<file path="config.mk">
export PLATFORM = sky130hd
export DESIGN_NAME = bootprom_ctrl_flat
export DESIGN_NICKNAME = d
export VERILOG_FILES = /design/src/rtl/bootprom_pkg.sv /design/src/rtl/bootprom_ctrl_if.sv /design/src/rtl/bootprom_rr_arb.sv /design/src/rtl/bootprom_ctrl.sv /design/src/flat_wrapper.sv
export SDC_FILE = /design/constraint.sdc
export NUM_CORES = 1
export LEC_CHECK = 0
export CAP_MARGIN = 0
export CORE_MARGIN = 5
export CORE_UTILIZATION = 44
export CTS_CLUSTER_SIZE = 14
export DETAILED_ROUTE_END_ITERATION = 8
export HOLD_SLACK_MARGIN = 0.02
export PLACE_DENSITY = 0.81
export SYNTH_ARGS = -nofsm -noshare
export SYNTH_HDL_FRONTEND = slang
export SYNTH_SLANG_ARGS = --single-unit
</file>
<file path="constraint.sdc">
create_clock -name clk -period 2.4 [get_ports clk]
set_input_delay 0.48 -clock clk [delete_from_list [all_inputs] [get_ports clk]]
set_output_delay 0.48 -clock clk [all_outputs]
set_load 0.05 [all_outputs]
</file>
<file path="src/rtl/bootprom_pkg.sv">
// Shared types and constants for the dual-27256 boot PROM controller.
// Imported by the interface, the arbiter and the controller top.
package bootprom_pkg;

  localparam int ADDR_W          = 15;
  localparam int DATA_W          = 16;
  localparam int BYTE_W          = 8;
  localparam int WAIT_CYCLES_DEF = 3;
  localparam int CNT_W           = 4;

  typedef enum logic [1:0] {
    IDLE,
    SETUP,
    ACCESS,
    ACK
  } state_t;

  function automatic logic [CNT_W-1:0] cnt_load(input int wait_cycles);
    return CNT_W'(wait_cycles);
  endfunction

endpackage

</file>
<file path="src/rtl/bootprom_ctrl_if.sv">
// Requester ports (CPU, debug loader) and the shared PROM bus.
// master = controller side, slave = requesters and PROM devices.
interface bootprom_ctrl_if;
  import bootprom_pkg::*;

  logic              cpu_req;
  logic [ADDR_W-1:0] cpu_addr;
  logic              cpu_ack;
  logic [DATA_W-1:0] cpu_data;

  logic              dbg_req;
  logic [ADDR_W-1:0] dbg_addr;
  logic              dbg_ack;
  logic [DATA_W-1:0] dbg_data;

  logic [ADDR_W-1:0] rom_addr;
  logic              rom_ce_n;
  logic              rom_oe_n;
  logic [BYTE_W-1:0] rom_d_h;
  logic [BYTE_W-1:0] rom_d_l;

  logic              busy;

  modport master (
    input  cpu_req, cpu_addr,
    input  dbg_req, dbg_addr,
    input  rom_d_h, rom_d_l,
    output cpu_ack, cpu_data,
    output dbg_ack, dbg_data,
    output rom_addr, rom_ce_n, rom_oe_n,
    output busy
  );

  modport slave (
    output cpu_req, cpu_addr,
    output dbg_req, dbg_addr,
    output rom_d_h, rom_d_l,
    input  cpu_ack, cpu_data,
    input  dbg_ack, dbg_data,
    input  rom_addr, rom_ce_n, rom_oe_n,
    input  busy
  );

endinterface

</file>
<file path="src/rtl/bootprom_rr_arb.sv">
// Two-port round-robin arbiter; grant[0]=CPU, grant[1]=debug.
// The pointer moves away from whoever was served on i_done.
module bootprom_rr_arb (
  input  logic       clk,
  input  logic       rst_n,
  input  logic       i_req_cpu,
  input  logic       i_req_dbg,
  input  logic       i_done,
  output logic [1:0] o_grant
);

  logic r_prio_dbg;

  // Conditions are mutually exclusive, so the decoder is truly unique.
  always_comb begin
    o_grant = 2'b00;
    unique case (1'b1)
      (i_req_cpu && !(i_req_dbg && r_prio_dbg)):
        o_grant = 2'b01;
      (i_req_dbg && !(i_req_cpu && !r_prio_dbg)):
        o_grant = 2'b10;
      default: ;
    endcase
  end

  always_ff @(posedge clk or negedge rst_n) begin
    if (!rst_n) begin
      r_prio_dbg <= 1'b0;
    end else if (i_done && (o_grant != 2'b00)) begin
      r_prio_dbg <= o_grant[0];
    end
  end

endmodule

</file>
<file path="src/rtl/bootprom_ctrl.sv">
// Boot PROM controller: arbitrates CPU and debug reads onto two
// byte-wide 27256 PROMs with a SETUP / ACCESS / ACK bus cycle.
module bootprom_ctrl
  import bootprom_pkg::*;
#(
  parameter int WAIT_CYCLES = WAIT_CYCLES_DEF
) (
  input  logic            clk,
  input  logic            rst_n,
  bootprom_ctrl_if.master io_bus
);

  localparam logic [CNT_W-1:0] W_LOAD = cnt_load(WAIT_CYCLES);

  state_t            r_state;
  logic [CNT_W-1:0]  r_cnt;
  logic              r_gnt_dbg;
  logic [ADDR_W-1:0] r_rom_addr;
  logic              r_ce_n;
  logic              r_oe_n;
  logic              r_cpu_ack;
  logic              r_dbg_ack;
  logic [DATA_W-1:0] r_cpu_data;
  logic [DATA_W-1:0] r_dbg_data;
  logic              r_busy;

  logic [1:0]        w_grant;
  logic              w_take;
  logic [ADDR_W-1:0] w_req_addr;
  logic [DATA_W-1:0] w_rom_word;

  // Requests are only looked at in IDLE; a taken grant advances the pointer.
  assign w_take     = (r_state == IDLE) && (w_grant != 2'b00);
  assign w_req_addr = w_grant[1] ? io_bus.dbg_addr
                                 : io_bus.cpu_addr;
  assign w_rom_word = {io_bus.rom_d_h, io_bus.rom_d_l};

  bootprom_rr_arb u_arb (
    .clk       (clk),
    .rst_n     (rst_n),
    .i_req_cpu (io_bus.cpu_req),
    .i_req_dbg (io_bus.dbg_req),
    .i_done    (w_take),
    .o_grant   (w_grant)
  );

  always_ff @(posedge clk or negedge rst_n) begin
    if (!rst_n) begin
      r_state    <= IDLE;
      r_cnt      <= '0;
      r_gnt_dbg  <= 1'b0;
      r_rom_addr <= '0;
      r_ce_n     <= 1'b1;
      r_oe_n     <= 1'b1;
      r_cpu_ack  <= 1'b0;
      r_dbg_ack  <= 1'b0;
      r_cpu_data <= '0;
      r_dbg_data <= '0;
      r_busy     <= 1'b0;
    end else begin
      unique case (r_state)
        IDLE: begin
          if (w_take) begin
            r_state    <= SETUP;
            r_gnt_dbg  <= w_grant[1];
            r_rom_addr <= w_req_addr;
            r_ce_n     <= 1'b0;
            r_oe_n     <= 1'b1;
            r_busy     <= 1'b1;
          end
        end
        SETUP: begin
          r_state <= ACCESS;
          r_oe_n  <= 1'b0;
          r_cnt   <= W_LOAD;
        end
        ACCESS: begin
          if (r_cnt == '0) begin
            r_state <= ACK;
            r_ce_n  <= 1'b1;
            r_oe_n  <= 1'b1;
            if (r_gnt_dbg) begin
              r_dbg_data <= w_rom_word;
              r_dbg_ack  <= 1'b1;
            end else begin
              r_cpu_data <= w_rom_word;
              r_cpu_ack  <= 1'b1;
            end
          end else begin
            r_cnt <= r_cnt - 1'b1;
          end
        end
        ACK: begin
          r_state   <= IDLE;
          r_cpu_ack <= 1'b0;
          r_dbg_ack <= 1'b0;
          r_busy    <= 1'b0;
        end
        default: begin
          r_state <= IDLE;
        end
      endcase
    end
  end

  assign io_bus.cpu_ack  = r_cpu_ack;
  assign io_bus.cpu_data = r_cpu_data;
  assign io_bus.dbg_ack  = r_dbg_ack;
  assign io_bus.dbg_data = r_dbg_data;
  assign io_bus.rom_addr = r_rom_addr;
  assign io_bus.rom_ce_n = r_ce_n;
  assign io_bus.rom_oe_n = r_oe_n;
  assign io_bus.busy     = r_busy;

endmodule
</file>
<file path="src/flat_wrapper.sv">
// flat-port wrapper written by rule: the top's interface ports become plain ports
module bootprom_ctrl_flat import bootprom_pkg::*;
#(
  parameter int WAIT_CYCLES = WAIT_CYCLES_DEF
)
  (clk, rst_n, io_bus_cpu_req, io_bus_cpu_addr, io_bus_dbg_req, io_bus_dbg_addr, io_bus_rom_d_h, io_bus_rom_d_l, io_bus_cpu_ack, io_bus_cpu_data, io_bus_dbg_ack, io_bus_dbg_data, io_bus_rom_addr, io_bus_rom_ce_n, io_bus_rom_oe_n, io_bus_busy);
  bootprom_ctrl_if io_bus_i ();
  input  logic clk;
  input  logic rst_n;
  input wire logic [$bits(io_bus_i.cpu_req)-1:0] io_bus_cpu_req;
  input wire logic [$bits(io_bus_i.cpu_addr)-1:0] io_bus_cpu_addr;
  input wire logic [$bits(io_bus_i.dbg_req)-1:0] io_bus_dbg_req;
  input wire logic [$bits(io_bus_i.dbg_addr)-1:0] io_bus_dbg_addr;
  input wire logic [$bits(io_bus_i.rom_d_h)-1:0] io_bus_rom_d_h;
  input wire logic [$bits(io_bus_i.rom_d_l)-1:0] io_bus_rom_d_l;
  output wire logic [$bits(io_bus_i.cpu_ack)-1:0] io_bus_cpu_ack;
  output wire logic [$bits(io_bus_i.cpu_data)-1:0] io_bus_cpu_data;
  output wire logic [$bits(io_bus_i.dbg_ack)-1:0] io_bus_dbg_ack;
  output wire logic [$bits(io_bus_i.dbg_data)-1:0] io_bus_dbg_data;
  output wire logic [$bits(io_bus_i.rom_addr)-1:0] io_bus_rom_addr;
  output wire logic [$bits(io_bus_i.rom_ce_n)-1:0] io_bus_rom_ce_n;
  output wire logic [$bits(io_bus_i.rom_oe_n)-1:0] io_bus_rom_oe_n;
  output wire logic [$bits(io_bus_i.busy)-1:0] io_bus_busy;
  assign io_bus_i.cpu_req = io_bus_cpu_req;
  assign io_bus_i.cpu_addr = io_bus_cpu_addr;
  assign io_bus_i.dbg_req = io_bus_dbg_req;
  assign io_bus_i.dbg_addr = io_bus_dbg_addr;
  assign io_bus_i.rom_d_h = io_bus_rom_d_h;
  assign io_bus_i.rom_d_l = io_bus_rom_d_l;
  assign io_bus_cpu_ack = io_bus_i.cpu_ack;
  assign io_bus_cpu_data = io_bus_i.cpu_data;
  assign io_bus_dbg_ack = io_bus_i.dbg_ack;
  assign io_bus_dbg_data = io_bus_i.dbg_data;
  assign io_bus_rom_addr = io_bus_i.rom_addr;
  assign io_bus_rom_ce_n = io_bus_i.rom_ce_n;
  assign io_bus_rom_oe_n = io_bus_i.rom_oe_n;
  assign io_bus_busy = io_bus_i.busy;
  bootprom_ctrl #(.WAIT_CYCLES(WAIT_CYCLES)) u_core (.clk(clk), .rst_n(rst_n), .io_bus(io_bus_i));
endmodule
</file>
==> impl_metrics.env, run 1 <==
export IMPL_synth_area_um2=2701
export IMPL_cts_max_level=3
export IMPL_clkPwrFrac_pct=15.1
export IMPL_gp_congestion=0.8142
export IMPL_clk_pin_slew_ns=0.07
export IMPL_drv_cap=0
export IMPL_postSynthAreaPerCell_um2=12.17
export IMPL_cp_end_kind="flip-flop"
export IMPL_drtIter0Drc=101
export IMPL_max_clock_path_buffers=2
export IMPL_swShare_pct=45.58
export IMPL_worst_pin_slew_ns=1.157
export IMPL_ys_types=38
export IMPL_cts_root_buf="clkbuf_8"
export IMPL_intPower_mw=3.343
export IMPL_rows=28
export IMPL_antenna_found_initial=0
export IMPL_path_max_fanout=16
export IMPL_firstDrtPassIters=4
export IMPL_finClkSkew_ns=0.008608
export IMPL_fin_setup_tns_ns=0
export IMPL_avgViaCountPerCell=5.189
export IMPL_outcome="finished, final reports clean"
export IMPL_ios=102
export IMPL_grt_first_pass_wirelength_mm=10.01
export IMPL_ctsResizeCount=0
export IMPL_startpoint_type="flip-flop"
export IMPL_synth_seq_area_share_pct=55.67
export IMPL_area_delta_synth_final_pct=48.26
export IMPL_track_usage_pct=16.79
export IMPL_p_per_area_nw_per_um2=1534
export IMPL_min_period_ns=2.160
export IMPL_cts_tree="yes"
export IMPL_dp_hpwl_mm=4.741
export IMPL_p_leak_nw=1.695
export IMPL_core_um2=5956
export IMPL_wl_per_cell_um=15.80
export IMPL_crit_type="flip-flop to flip-flop"
export IMPL_grt_max_degree=32
export IMPL_cts_hold_buffers=0
export IMPL_n_antenna_cell=0
export IMPL_rsz0062_at_grt="no"
export IMPL_timing_hold_ws_ns=0.1802
export IMPL_initial_utilization_pct=45.36
export IMPL_critPathRequiredTime_ns=2.60
export IMPL_combPwrFrac_pct=55.9
export IMPL_die_h_um=88.36
export IMPL_ys_ff_latch=60
export IMPL_fin_crit_sh_pct=89.99
export IMPL_nNetsFinal=385
export IMPL_die_width_um=88.36
export IMPL_slew_viol_final=0
export IMPL_hold_class="primary input to async pin"
export IMPL_hold_violations=0
export IMPL_wl_mm=6.429
export IMPL_dieArea_um2=7807
export IMPL_first_global_vias=2117
export IMPL_synth_warning_count=0
export IMPL_syn_inst=222
export IMPL_p_switching_mw=2.800
export IMPL_setup_viol=0
export IMPL_port_buffers=101
export IMPL_vias=2112
export IMPL_detail_route_antenna_nets=0
export IMPL_cts_sinks=60
export IMPL_synth_nets=279
export IMPL_fmax_mhz=463.0
export IMPL_cp_arrival_ns=2.36
export IMPL_worstSkewPairLatency_ns=0.32
export IMPL_gr_total_overflow=0
export IMPL_max_slew_margin_pct=22.35
export IMPL_ir_drop_v=0.0007565
export IMPL_cts_buffers=9
export IMPL_drive_gt1_share_pct=19.88
export IMPL_cts_setup_buffers=0
export IMPL_drc=0
export IMPL_seq_power_share_pct=29.0
-- placed cells by master, fill, tap and decap left out, drive strengths merged, types with 3 or more instances in the layout --
| cell type | instances |
|---|---|
| a21oi | 19 |
| a31oi | 18 |
| buf | 9 |
| clkbuf | 12 |
| clkdlybuf4s50 | 100 |
| dfrtp | 58 |
| ha | 7 |
| inv | 7 |
| mux2 | 35 |
| nor2 | 17 |
| nor3b | 3 |
| o21ai | 18 |
-- per-stage QoR --
step	cell area [µm²]	setup slack [ns]	util [%]	power, mW	cells
2_1_floorplan	2701	0.3357	-	4.091	222
4_1_cts	4005	0.2268	67.25	6.202	407
6_report	4005	0.2403	67.25	6.144	407
3_5_place_dp	3795	0.1259	63.72	5.250	392
5_1_grt	4005	0.1471	67.25	6.467	407
3_3_place_gp	3795	0.1342	63.72	5.171	392
-- power by group through the flow --
| stage | clock, mW | combinational (mW) | sequential (mW) |
|---|---|---|---|
| floorplan | 0 | 0.972 | 3.12 |
| global placement | 0 | 3.40 | 1.78 |
| detailed placement | 0 | 3.45 | 1.80 |
| CTS | 0.955 | 3.46 | 1.78 |
| global route | 1.00 | 3.62 | 1.84 |
| finish | 0.928 | 3.44 | 1.78 |
-- sequential cells by signal (all words and copies together), names as in the netlist --
signal / cells
u_core.io_bus.cpu_ack: 1
u_core.r_cnt: 4
u_core.io_bus.cpu_data: 16
u_core.io_bus.rom_addr: 15
u_core.io_bus.busy: 1
u_core.io_bus.dbg_ack: 1
u_core.io_bus.dbg_data: 16
u_core.u_arb.r_prio_dbg: 1
u_core.io_bus.rom_oe_n: 1
u_core.io_bus.rom_ce_n: 1
u_core.r_gnt_dbg: 1
u_core.r_state: 2
-- cells by family after synthesis --
| group | synth area share [%] |
|---|---|
| AO/OA/AOI/OAI | 14.96 |
| flip-flops | 55.67 |
| multiplexers | 15.84 |
| AND/OR/NAND/NOR | 6.392 |
| buffers and inverters | 3.891 |
| adder cells (fa/ha/maj) | 3.242 |
-- worst paths after layout --
| path | end | start | slack [ns] | cells past startpoint |
|---|---|---|---|---|
| min | u_core.io_bus.dbg_data[8] | rst_n | 0.18 | 2 |
| max reg2reg | u_core.io_bus.cpu_data[3] | u_core.r_cnt[0] | 0.24 | 6 |
| min in group clk | u_core.r_cnt[3] | u_core.r_cnt[3] | 0.50 | 1 |
| max | u_core.io_bus.cpu_data[3] | u_core.r_cnt[0] | 0.24 | 6 |
| min reg2reg | u_core.r_cnt[3] | u_core.r_cnt[3] | 0.50 | 1 |
| max in group asynchronous | u_core.io_bus.rom_ce_n | rst_n | 1.91 | 2 |
-- area by class of cell --
cell class,instances,area [µm²]
fillers,469,1951
flip-flops and latches,60,1504
well taps,75,93.84
multi-input cells,141,1092
repair buffers,109,1079
inverters,7,26.28
clock inverters,3,45.04
clock buffers,12,165.2
-- per-layer routing --
layer	GRT usage [%]	routed length, µm	share of wire, %	vias to the layer above
met1	21.42	2593	40	1000
li1	-	-	-	1012
met5	0	0	0	-
met3	5.587	699	11	7
met4	7.005	65	1.0	0
met2	26.31	3070	48	93
-- synthesized netlist by cell type --
cell / count / area [µm²]
dfstp_2: 2 / 52.55
o21ai_1: 1 / 5.000
buf_1: 1 / 3.750
buf_2: 2 / 10.01
or3b_1: 1 / 8.760
o21ai_0: 17 / 85.08
o211a_1: 1 / 10.01
or3_2: 1 / 7.510
nor3b_1: 2 / 15.01
buf_6: 1 / 11.26
a31oi_1: 18 / 112.6
nand3b_1: 1 / 7.510
a21oi_1: 19 / 95.09
o22a_1: 1 / 8.760
nand3_1: 2 / 10.01
o31a_2: 1 / 10.01
mux2_2: 26 / 292.8
o21a_1: 2 / 15.01
a32o_1: 1 / 10.01
o32a_1: 1 / 10.01
nor2b_1: 2 / 12.51
dfrtp_1: 58 / 1451
mux2_4: 9 / 135.1
a221o_1: 1 / 10.01
ha_1: 7 / 87.58
or2b_1: 1 / 7.510
a21o_1: 1 / 7.510
nand2b_1: 1 / 6.260
nand2_1: 2 / 7.510
and3_2: 1 / 7.510
nor3b_4: 1 / 18.77
inv_1: 7 / 26.28
buf_12: 1 / 20.02
o31ai_1: 1 / 7.510
a211oi_1: 1 / 7.510
a211o_2: 1 / 10.01
nor2_1: 17 / 63.81
clkbuf_1: 9 / 33.78
-- worst max-delay path, cell delays in order, from the launching register on --
cell and delay (ns):
dfrtp_1 0.39, inv_1 0.10, ha_1 0.17, or3b_1 0.52
nor3b_4 0.29, buf_12 0.21, mux2_2 0.35
(Power assumes the default switching activity.)
==> run 2: changes to the inputs <==
--- a/config.mk
+++ b/config.mk
@@ -6,7 +6,7 @@
 export NUM_CORES = 1
 export LEC_CHECK = 0
 export CAP_MARGIN = 0
-export CORE_MARGIN = 5
+export CORE_MARGIN = 8
 export CORE_UTILIZATION = 44
 export CTS_CLUSTER_SIZE = 14
 export DETAILED_ROUTE_END_ITERATION = 8
==> run 2 against run 1 <==
  * Sequential cell count stayed put
  * Highest routed layer unchanged
  * Non-clock buffer count is 4 higher
  * Final cell count is 1.2% higher
==> impl_metrics.env, run 2 (synthesis gave the netlist of run 1 again) <==
export IMPL_dieArea_um2=8903
export IMPL_cpPeakStageDelay_ns=0.80
export IMPL_ios=102
export IMPL_r2r_cells=6
export IMPL_fmax_mhz=466.3
export IMPL_slew_viol_final=0
export IMPL_grt_use_met3_pct=6.746
export IMPL_cts_buffers=9
export IMPL_drive_gt1_share_pct=20.77
export IMPL_rsz0062_at_grt="no"
export IMPL_reg2reg_slack_ns=0.26
export IMPL_worst_pin_slew_ns=0.5886
export IMPL_hold_class="primary input to async pin"
export IMPL_clk_pin_slew_ns=0.07
export IMPL_firstDrtPassIters=4
export IMPL_outcome="finished, final reports clean"
export IMPL_min_period_ns=2.144
export IMPL_cts_max_level=3
export IMPL_cts_hold_buffers=0
export IMPL_vias=2172
export IMPL_finClkSkew_ns=0.008193
export IMPL_fin_crit_sh_pct=89.35
export IMPL_gr_total_overflow=0
export IMPL_slowest_stage="clkdlybuf4s50_1"
export IMPL_hold_violations=0
export IMPL_wl_mm=6.858
export IMPL_grt_first_pass_wirelength_mm=11.50
export IMPL_grt_max_degree=27
export IMPL_fillers=440
export IMPL_postLayoutCoreUtil_pct=68.60
export IMPL_die_h_um=94.36
export IMPL_max_clock_path_buffers=2
export IMPL_p_per_area_nw_per_um2=1552
export IMPL_first_global_vias=2388
export IMPL_rows=28
export IMPL_avgViaCountPerCell=5.272
export IMPL_detail_route_antenna_nets=0
export IMPL_track_usage_pct=16.36
export IMPL_crit_chain="clkdlybuf4s50_1"
export IMPL_cp_arrival_ns=1.66
export IMPL_cts_sinks=60
export IMPL_startpoint_type="flip-flop"
export IMPL_ctsResizeCount=0
export IMPL_n_antenna_cell=0
export IMPL_wl_per_cell_um=16.65
export IMPL_ir_drop_v=0.0008716
export IMPL_worstSkewPairLatency_ns=0.33
export IMPL_drv_cap=0
export IMPL_dp_hpwl_mm=5.287
export IMPL_cts_root_buf="clkbuf_8"
export IMPL_r2r_start="u_core.r_cnt[0]"
export IMPL_p_leak_nw=1.729
export IMPL_r2r_end="u_core.io_bus.cpu_data[15]"
export IMPL_port_buffers=101
export IMPL_critPathRequiredTime_ns=1.92
export IMPL_layout_commonest_cell="clkdlybuf4s50_1"
export IMPL_cp_end_kind="primary output"
export IMPL_max_slew_margin_pct=60.76
export IMPL_gp_congestion=0.7473
export IMPL_path_delay_family="buffers and inverters"
export IMPL_path_max_fanout=3
export IMPL_drc=0
export IMPL_die_width_um=94.36
export IMPL_drtIter0Drc=86
export IMPL_initial_utilization_pct=45.63
export IMPL_layout_common_cells="clkdlybuf4s50_1, dfrtp_1, mux2_2, a21oi_1, a31oi_1"
export IMPL_fin_setup_tns_ns=0
export IMPL_setup_viol=0
export IMPL_nNetsFinal=389
export IMPL_crit_type="flip-flop to primary output"
export IMPL_cts_setup_buffers=0
export IMPL_met2_usage_pct=26.19
export IMPL_busiest_layer="met2"
export IMPL_crit_buf_inv=1
export IMPL_antenna_found_initial=0
export IMPL_cts_tree="yes"
export IMPL_core_um2=5921
export IMPL_area_delta_synth_final_pct=50.35
export IMPL_grt_use_met1_pct=19.02
[run 2: routing by layer]
layer	vias to the layer above	part of all wire [%]	wire length, µm
met5	-	0	0
met4	0	1.4	95
met3	9	10	696
met2	80	48	3277
met1	1061	41	2788
li1	1022	-	-
[run 2: power breakdown]
group          switching [mW]  total, mW  internal [mW]
clock network           0.371       1.04          0.670
registers               0.290       1.78           1.49
logic                    2.17       3.49           1.31
[run 2: area by class of cell]
class | count | area [µm²] | share of cell area, %
Sequential cell | 60 | 1504 | 37.03
Timing Repair Buffer | 113 | 1109 | 27.30
Multi-Input combinational cell | 141 | 1092 | 26.89
Clock buffer | 13 | 168.9 | 4.159
Tap cell | 75 | 93.84 | 2.311
Clock inverter | 3 | 67.56 | 1.664
Inverter | 7 | 26.28 | 0.6469
[run 2: per-stage QoR]
step                total power [mW]  setup slack (ns)  cells  area [µm²]  hold slack, ns
floorplan                      4.091            0.3357    222        2701          0.1844
global placement               5.228            0.3528    396        3825          0.3977
detailed placement             5.304            0.2705    396        3825          0.4048
CTS                            6.370            0.2299    412        4061         0.04767
global route                   6.659            0.1650    412        4061         0.06491
finish                         6.304            0.2555    412        4061         0.05742
[run 2: worst max-delay path by stage]
| stage | startpoint | to | slack (ns) | depth (start not counted) |
|---|---|---|---|---|
| CTS | u_core.io_bus.rom_ce_n | io_bus_rom_ce_n | 0.23 | 1 |
| detailed placement | u_core.r_cnt[0] | u_core.io_bus.cpu_data[2] | 0.27 | 6 |
| floorplan | u_core.r_cnt[0] | u_core.io_bus.cpu_data[10] | 0.34 | 7 |
| global route | u_core.r_cnt[0] | u_core.io_bus.cpu_data[0] | 0.17 | 6 |
| finish | u_core.io_bus.rom_ce_n | io_bus_rom_ce_n | 0.26 | 1 |
| global placement | u_core.r_cnt[0] | u_core.io_bus.cpu_data[4] | 0.35 | 6 |
